File: config.mk
export PLATFORM = sky130hd
export DESIGN_NAME = bpm_test_lfsr
export DESIGN_NICKNAME = d
export VERILOG_FILES = /design/src/rtl/bpm_test_lfsr.sv
export SDC_FILE = /design/constraint.sdc
export NUM_CORES = 1
export LEC_CHECK = 0
export ABC_AREA = 1
export CAP_MARGIN = 20
export CORE_AREA = 2 2 39 41
export DETAILED_ROUTE_END_ITERATION = 12
export DIE_AREA = 0 0 41 43
export HOLD_SLACK_MARGIN = 0.1
export PLACE_DENSITY = 0.67
export SYNTH_ARGS = -nofsm -noshare
export SYNTH_HDL_FRONTEND = slang
export SYNTH_SLANG_ARGS = --single-unit
File: constraint.sdc
create_clock -name i_clk -period 1 [get_ports i_clk]
set_input_delay 0.2 -clock i_clk [delete_from_list [all_inputs] [get_ports i_clk]]
set_output_delay 0.2 -clock i_clk [all_outputs]
set_load 0.1 [all_outputs]
File: src/rtl/bpm_test_lfsr.sv
// 16-bit maximal-length Galois LFSR (x^16+x^14+x^13+x^11+1) with enable and
// loadable seed; bit 0 is the pseudo-random output.
module bpm_test_lfsr #(
  parameter logic [15:0] SEED = 16'hACE1
) (
  input  logic i_clk,
  input  logic i_rst,
  input  logic i_en,
  output logic o_bit
);

  logic [15:0] r_state;

  always_ff @(posedge i_clk) begin
    if (i_rst) begin
      r_state <= SEED;
    end else if (i_en) begin
      r_state <= (r_state >> 1) ^ (r_state[0] ? 16'hB400 : 16'h0000);
    end
  end

  assign o_bit = r_state[0];

endmodule

Word-level counts from Yosys, hierarchy flattened. Cells that the tools add are included.

Bits in registers: 16. Input bits: 3. Output and inout bits: 1. Logic and storage cells: 3.

Multiplexer cells: 1. Bitwise gates (word level): 1.

Operators by type and width (count): $mux 16 (1); $xor 15x16->16 (1).

Longest topological paths before layout. Gate-level depths: netlist (run 1).

Depth after elaboration: 2. Gate-level depth with buffers: 5. Mapped depth without buffers: 5.

Least setup slack after synthesis (run 1). OpenSTA, ideal clock, no wires.

Kind: register -> register. Start point: reg r_state[0]. End point: reg r_state[12]. Library setup time: 0.109 ns. Data arrival time: 1.456 ns. Data required time: 0.891 ns. Path slack: -0.565 ns. Stages on the path, launching flop included: 6. Path buffers: 0. Clock period less this slack: 1.565 ns. Path through: dfxtp_1 -> inv_1 -> nand2_1 -> nand3_1 -> nand2_1 -> inv_1.

Word-level cells in the longest chain between the ends: 2.

Ends and longest elaborated chain: start: declaration (line 12) `logic [15:0] r_state;`; start signal: assignment (line 18) `r_state <= (r_state >> 1) ^ (r_state[0] ? 16'hB400 : 16'h0000);`; $mux 16 (line 18); $xor 15x16->16 (line 18).

Every way passes these cells. A chain may end at the register's enable or synchronous reset.

Worst setup path after layout (run 1).
Start point: reg r_state[0]. End point: out o_bit.

RTL lines: end: declaration (line 9) `output logic o_bit`.

No word-level cell between the ends.

==> results of run 1 <==
[layout make-up]
cell class	instances	area, um^2	share of cell area, %
clock buffers	4	36.3	4.90
flip-flops and latches	16	324	43.8
well taps	16	20.0	2.70
repair buffers	8	92.6	12.5
multi-input cells	53	236	31.9
inverters	7	31.3	4.22
[layer usage]
layer / track usage, % / vias to the layer above / part of all wire [%]
met5: 0 / - / 0
met4: 12.0 / 0 / 3.9
met3: 4.71 / 5 / 2.6
met2: 19.4 / 5 / 47
met1: 17.5 / 214 / 47
li1: - / 269 / -
[where the power goes]
group          internal, mW  total [mW]  switching, mW
registers             0.685       0.710         0.0255
logic                0.0787       0.184          0.105
clock network         0.222       0.420          0.198
total                 0.986        1.31          0.328
[synth_stat cells, drive strengths merged]
| master | count | share of area (%) |
|---|---|---|
| a21oi | 5 | 3.9 |
| buf | 4 | 8.4 |
| dfxtp | 16 | 50 |
| inv | 7 | 4.9 |
| nand2 | 20 | 12 |
| nand3 | 4 | 3.1 |
| nor2 | 14 | 8.2 |
| o211ai | 1 | 1.9 |
| o21ai | 9 | 7.6 |
[repair_timing]
item                                    4_1_cts  5_1_grt
hold buffers                                  0        0
endpoints found under the hold margin         0        0
pin swaps                                     0        0
gates resized for setup                       0        2
buffers inserted                              1        0
endpoints found under the setup margin        1        7
[worst paths after layout]
check / endpoint / slack (ns) / start
min reg2reg: r_state[7] / 0.47 / r_state[7]
max reg2reg: r_state[12] / 0.15 / r_state[0]
max: o_bit / -0.02 / r_state[0]
min: r_state[14] / 0.34 / i_en
[through the flow]
stage / TNS (ns) / power, mW / hold WS [ns]
finish: -0.0175 / 1.31 / 0.342
global route: -0.0473 / 1.38 / 0.357
floorplan: 0 / 0.862 / 0.295
CTS: -0.0261 / 1.33 / 0.467
global placement: -3.16 / 0.904 / 0.440
detailed placement: -3.52 / 0.906 / 0.444
[kinds of logic after synthesis]
logic type             count (synthesis)
and+or+nand+nor                       38
DFF                                   16
AOI/OAI and AO/OA                     15
buffers and inverters                 11
[cell usage in the layout (no fill, tap or decap)]
| master | Yosys | final |
|---|---|---|
| o21ai_0 | 6 | 6 |
| dlymetal6s2s_1 | 0 | 1 |
| o21ai_2 | 1 | 1 |
| nor2_1 | 14 | 14 |
| clkbuf_8 | 0 | 1 |
| inv_2 | 0 | 1 |
| dfxtp_4 | 0 | 1 |
| o211ai_2 | 1 | 1 |
| clkdlybuf4s50_1 | 0 | 1 |
| buf_12 | 1 | 2 |
| nand2_2 | 1 | 1 |
| clkbuf_4 | 0 | 3 |
| nand2_1 | 19 | 19 |
| buf_4 | 0 | 4 |
| o21ai_1 | 2 | 2 |
| nand3_1 | 4 | 4 |
| dfxtp_1 | 16 | 15 |
| inv_1 | 6 | 5 |
| inv_6 | 1 | 1 |
| a21oi_1 | 5 | 5 |
==> summary.md, run 1 <==
| Metric | Value |
|---|---|
| Status | finished, violations left |
| Failing checks | negative setup slack |
| Placed cell count | 99 |
| Critical Path Fanout Max | 2 |
| Via Count | 493 |
| Crit path required time | 0.80 ns |
| Finished Cell Area | 741 um^2 |
| XOR/XNOR Fraction of Synth Area | 0% |
| Slowest CP cell | dfxtp_4 |
| Nets@finish | 92 |
| Worst slack at placement | -0.286 ns |
| Startpoint Class | flip-flop |
| WP buf/inv | 1 |
| Initial Util | 46.4% |
| Sequential share of the synthesized area | 49.9% |
| Final clock skew | 0.00669 ns |
| Flops & latches, synth | 16 |
| Root buffer cell | clkbuf_4 |
| Critical Path, Cell by Cell | buf_12 |
| FMAX | 0.983 GHz |
| Routed wire length | 971 um |
| Die Wd | 41 um |
| Most flops, register | r_state |
| Net Count, Synth | 83 |
| Tcrit/Tclk final | 102% |
| Arr. time, crit path | 0.82 ns |
| Largest family of logic cells by synthesized area | simple AND/OR/NAND/NOR gates |
| Top delay family on crit path | flip-flops |
| Tot GR Track Use | 14.4% |
| Number of global-route vias before repair | 409 |
| Hold Path Class | input pin to flip-flop |
| Crit. End Element | output port |
| Placed Area | 694 um^2 |
| Post-synthesis adder-cell area fraction | 0% |
| Largest net degree at the start of global routing | 16 |
| I/O Buffers | 3 |
| Cells after synthesis | 80 |
| Yosys warnings | 0 |
| Pre-antenna DRT Iters | 4 |
| Max_slew headroom | 84.3% |
| Maximum vdd ir drop | 1320 uV |
| Area share of and/or/nand/nor cells after synthesis | 23.4% |
| Final ANT Viol Nets | 0 |
| Die height | 43 um |
| Hold depth | 3 |
| Layout cells sized above 1 | 18.2% |
| Die ar. | 1760 um^2 |
| TritonCTS clock tree | done |
| WP depth | 1 |
| First-pass GRT wire length | 1650 um |
| PwrDens | 1770 nW/um^2 |
| Num ports | 4 |
| Clock transition at path regs | 0.09 ns |
| Number of antenna diodes | 0 |
| DP HPWL | 695 um |
| Bufs on Longest Clock Path | 2 |
| CP max stage delay | 0.37 ns |
| # Max-Cap Violations | 0 |
| Row cnt | 14 |
| Mapped Avg Cell Area | 8.02 um^2 |
| Initial antenna violation count | 0 |
| Clk sinks | 16 |
| Core box area | 1380 um^2 |
| Area Growth Syn to Fin | 15.4% |
| CTS buffer count | 3 |
| Slew @ Worst Pin | 0.235 ns |
| Max FFs per register | 16 |
| H-tree depth | 1 |
| Drt wl/cell | 9.34 um |
| RePlAce Congestion | 0.672 |
| Fin. max-slew vios | 0 |
| RSZ-0062 raised after global routing | yes |
| Fill cells | 142 |
| Mapped Area | 642 um^2 |
| Mux share of post-synthesis cell area | 0% |
| Static leakage | 0.363 nW |
| Compound-Gate Fraction of Synth Area | 13.5% |
| Final Setup Violations | 1 |
| Post-route DRC | 0 |
| Grt ovf | 0 |
| Final min period | 1.02 ns |
| Mean number of vias per cell | 4.74 |
| Final std cells w/o fill | 104 |
| Final WS setup | -0.0175 ns |
| Final hold viol count | 0 |
| Top Registers | r_state: 16 flops |
| Worst reg2reg path depth | 6 |
| Iter 0 DRT Violations | 8 |
| Crit Path Class | flip-flop to output port |
| Cell variety after synth | 14 |
| Fin util | 53.5% |
| Worst-skew pair later-pin latency | 0.29 ns |
(Power assumes the default switching activity.)
==> inputs of run 2 (changes only) <==
--- a/config.mk
+++ b/config.mk
@@ -7,11 +7,10 @@
 export LEC_CHECK = 0
 export ABC_AREA = 1
 export CAP_MARGIN = 20
-export CORE_AREA = 2 2 39 41
+export CORE_UTILIZATION = 42
+export CTS_CLUSTER_SIZE = 30
 export DETAILED_ROUTE_END_ITERATION = 12
-export DIE_AREA = 0 0 41 43
 export HOLD_SLACK_MARGIN = 0.1
-export PLACE_DENSITY = 0.67
 export SYNTH_ARGS = -nofsm -noshare
 export SYNTH_HDL_FRONTEND = slang
 export SYNTH_SLANG_ARGS = --single-unit
==> summary.md, run 2 (synthesized netlist as in run 1, its figures left out) <==
| Metric | Value |
|---|---|
| Clock transition at path regs | 0.10 ns (was 0.09 ns) |
| Area Growth Syn to Fin | 14.0% (was 15.4%) |
| Row cnt | 13 (was 14) |
| FMAX | 0.976 GHz (was 0.983 GHz) |
| Failing checks | negative setup slack (unchanged) |
| Final min period | 1.02 ns (about the same) |
| Area of the multi-input gates | 236 um^2 (unchanged) |
| Tot GR Track Use | 14.4% (about the same) |
| Most common cell after layout, fill and taps aside | nand2_1 (unchanged) |
| Max_slew headroom | 89.9% (was 84.3%) |
| Final hold viol count | 0 (unchanged) |
| Number of global-route vias before repair | 350 (was 409) |
| Placed cell count | 99 (unchanged) |
| Iter 0 DRT Violations | 2 (was 8) |
| I/O Buffers | 3 (unchanged) |
| Max FFs per register | 16 (unchanged) |
| Commonest non-fill, non-tap cells in the layout | nand2_1, dfxtp_1, nor2_1, o21ai_0, buf_4 (was nand2_1, dfxtp_1, nor2_1, o21ai_0) |
| Num ports | 4 (unchanged) |
| Grt ovf | 0 (unchanged) |
| Tcrit/Tclk final | 102% (about the same) |
| Initial antenna violation count | 0 (unchanged) |
| Worst slack at placement | -0.218 ns (was -0.286 ns) |
| Core box area | 1370 um^2 (was 1380 um^2) |
| R2r setup slk | 0.11 ns (was 0.15 ns) |
| Final clock skew | 0.00642 ns (was 0.00669 ns) |
| Sw Ratio | 25.3% (was 25.0%) |
| Slowest CP cell | dfxtp_4 (unchanged) |
| Pre-antenna DRT Iters | 3 (was 4) |
| Layout cells sized above 1 | 19.1% (was 18.2%) |
| Finished Cell Area | 732 um^2 (was 741 um^2) |
| DP HPWL | 658 um (was 695 um) |
| Die Wd | 41.1 um (was 41 um) |
| Largest net degree at the start of global routing | 16 (unchanged) |
| Root buffer cell | clkbuf_4 (unchanged) |
| Fill cells | 142 (unchanged) |
| Startpoint Class | flip-flop (unchanged) |
| Via Count | 482 (was 493) |
| RePlAce Congestion | 0.695 (was 0.672) |
| Crit. End Element | output port (unchanged) |
| Switch Pwr | 332 uW (was 328 uW) |
| Worst r2r src | r_state[0] (unchanged) |
| Flop pwr share | 54.0% (was 54.1%) |
| CP max stage delay | 0.37 ns (about the same) |
| Final std cells w/o fill | 104 (unchanged) |
| Combinational power share | 13.7% (was 14.0%) |
| Final ANT Viol Nets | 0 (unchanged) |
| Crit path to | o_bit (unchanged) |
| WP buf/inv | 1 (unchanged) |
| Top delay family on crit path | flip-flops (unchanged) |
| Fin. max-slew vios | 0 (unchanged) |
| Clk sinks | 16 (unchanged) |
| Critical R2R Capture | r_state[12] (unchanged) |
| Hold depth | 2 (was 3) |
| Die height | 41.1 um (was 43 um) |
| Mean number of vias per cell | 4.63 (was 4.74) |
| Status | finished, violations left (unchanged) |
| Hold Path Class | flip-flop to flip-flop (was input pin to flip-flop) |
| Final WS setup | -0.0242 ns (was -0.0175 ns) |
| Nets@finish | 93 (was 92) |
| Worst-skew pair later-pin latency | 0.29 ns (about the same) |
| Routed wire length | 945 um (was 971 um) |
| Final Setup Violations | 1 (unchanged) |
| Arr. time, crit path | 0.82 ns (about the same) |
| Bufs on Longest Clock Path | 2 (unchanged) |
| Internal | 983 uW (was 986 uW) |
| Placed Area | 688 um^2 (was 694 um^2) |
| Die ar. | 1690 um^2 (was 1760 um^2) |
| Most flops, register | r_state (unchanged) |
| Top Registers | r_state: 16 flops (unchanged) |
| Critical Path, Cell by Cell | buf_12 (unchanged) |
| Drt wl/cell | 9.09 um (was 9.34 um) |
| # Max-Cap Violations | 0 (unchanged) |
| Crit path required time | 0.80 ns (about the same) |
| Number of antenna diodes | 0 (unchanged) |
| Critical Path Fanout Max | 2 (unchanged) |
| Post-route DRC | 0 (unchanged) |
| Worst reg2reg path depth | 6 (unchanged) |
| Seq. cell area | 324 um^2 (unchanged) |
| Crit Path Class | flip-flop to output port (unchanged) |
| PwrDens | 1800 nW/um^2 (was 1770 nW/um^2) |
| Static leakage | 0.354 nW (was 0.363 nW) |
| RSZ-0062 raised after global routing | yes (unchanged) |
| Clock Power Share | 32.3% (was 31.9%) |
| H-tree depth | 1 (unchanged) |
| Hold Buf Count CTS | 0 (unchanged) |
| Crit. Startpoint | r_state[0] (unchanged) |
| Initial Util | 47.0% (was 46.4%) |
| First-pass GRT wire length | 1470 um (was 1650 um) |
| CTS buffer count | 3 (unchanged) |
| Slew @ Worst Pin | 0.150 ns (was 0.235 ns) |
| Maximum vdd ir drop | 1250 uV (was 1320 uV) |
| TritonCTS clock tree | done (unchanged) |
| WP depth | 1 (unchanged) |
## run 2: how the worst min path moves through the flow
| stage | startpoint | end | slack (ns) |
|---|---|---|---|
| 4_1_cts | r_state[5] | r_state[5] | 0.47 |
| 5_1_grt | r_state[7] | r_state[7] | 0.49 |
| 2_1_floorplan | i_rst | r_state[10] | 0.30 |
| 6_report | r_state[5] | r_state[5] | 0.46 |
| 3_3_place_gp | r_state[6] | r_state[6] | 0.44 |
| 3_5_place_dp | r_state[5] | r_state[5] | 0.45 |
## run 2: power by group through the flow
stage | combinational [mW] | clock (mW) | sequential, mW
after floorplan | 0.118 | 0 | 0.744
after global placement | 0.173 | 0 | 0.728
after detailed placement | 0.174 | 0 | 0.728
after CTS | 0.182 | 0.442 | 0.711
after global routing | 0.204 | 0.469 | 0.718
final | 0.180 | 0.425 | 0.710
## run 2: timing repair
item,CTS,global route
resized for setup,0,1
pin swaps,0,0
setup buffers,1,0
endpoints found under the setup margin,1,2
hold endpoints to repair,0,0
## run 2: through the flow
step | hold slack, ns | power [mW] | TNS, ns | utilization, %
after floorplan | 0.295 | 0.862 | 0 | -
after global placement | 0.444 | 0.901 | -2.41 | 50.4
after detailed placement | 0.447 | 0.902 | -2.54 | 50.4
after CTS | 0.471 | 1.33 | -0.0340 | 53.6
after global routing | 0.492 | 1.39 | -0.0592 | 53.6
final | 0.464 | 1.32 | -0.0242 | 53.6
## run 2: layer usage
layer  wire (um)  vias to the layer above  share of wire [%]  track usage [%]
met4          14                        0                1.5             7.26
met3          29                        2                3.1             9.78
met5           0                        -                  0                0
li1            -                      267                  -                -
met1         515                      208                 54             18.0
met2         386                        5                 41             18.4
## run 2: cell type report
cell class / instances / area share [%]
clock buffers: 4 / 4.96
inverters: 7 / 4.27
multi-input cells: 53 / 32.3
flip-flops and latches: 16 / 44.3
well taps: 15 / 2.56
repair buffers: 9 / 11.6
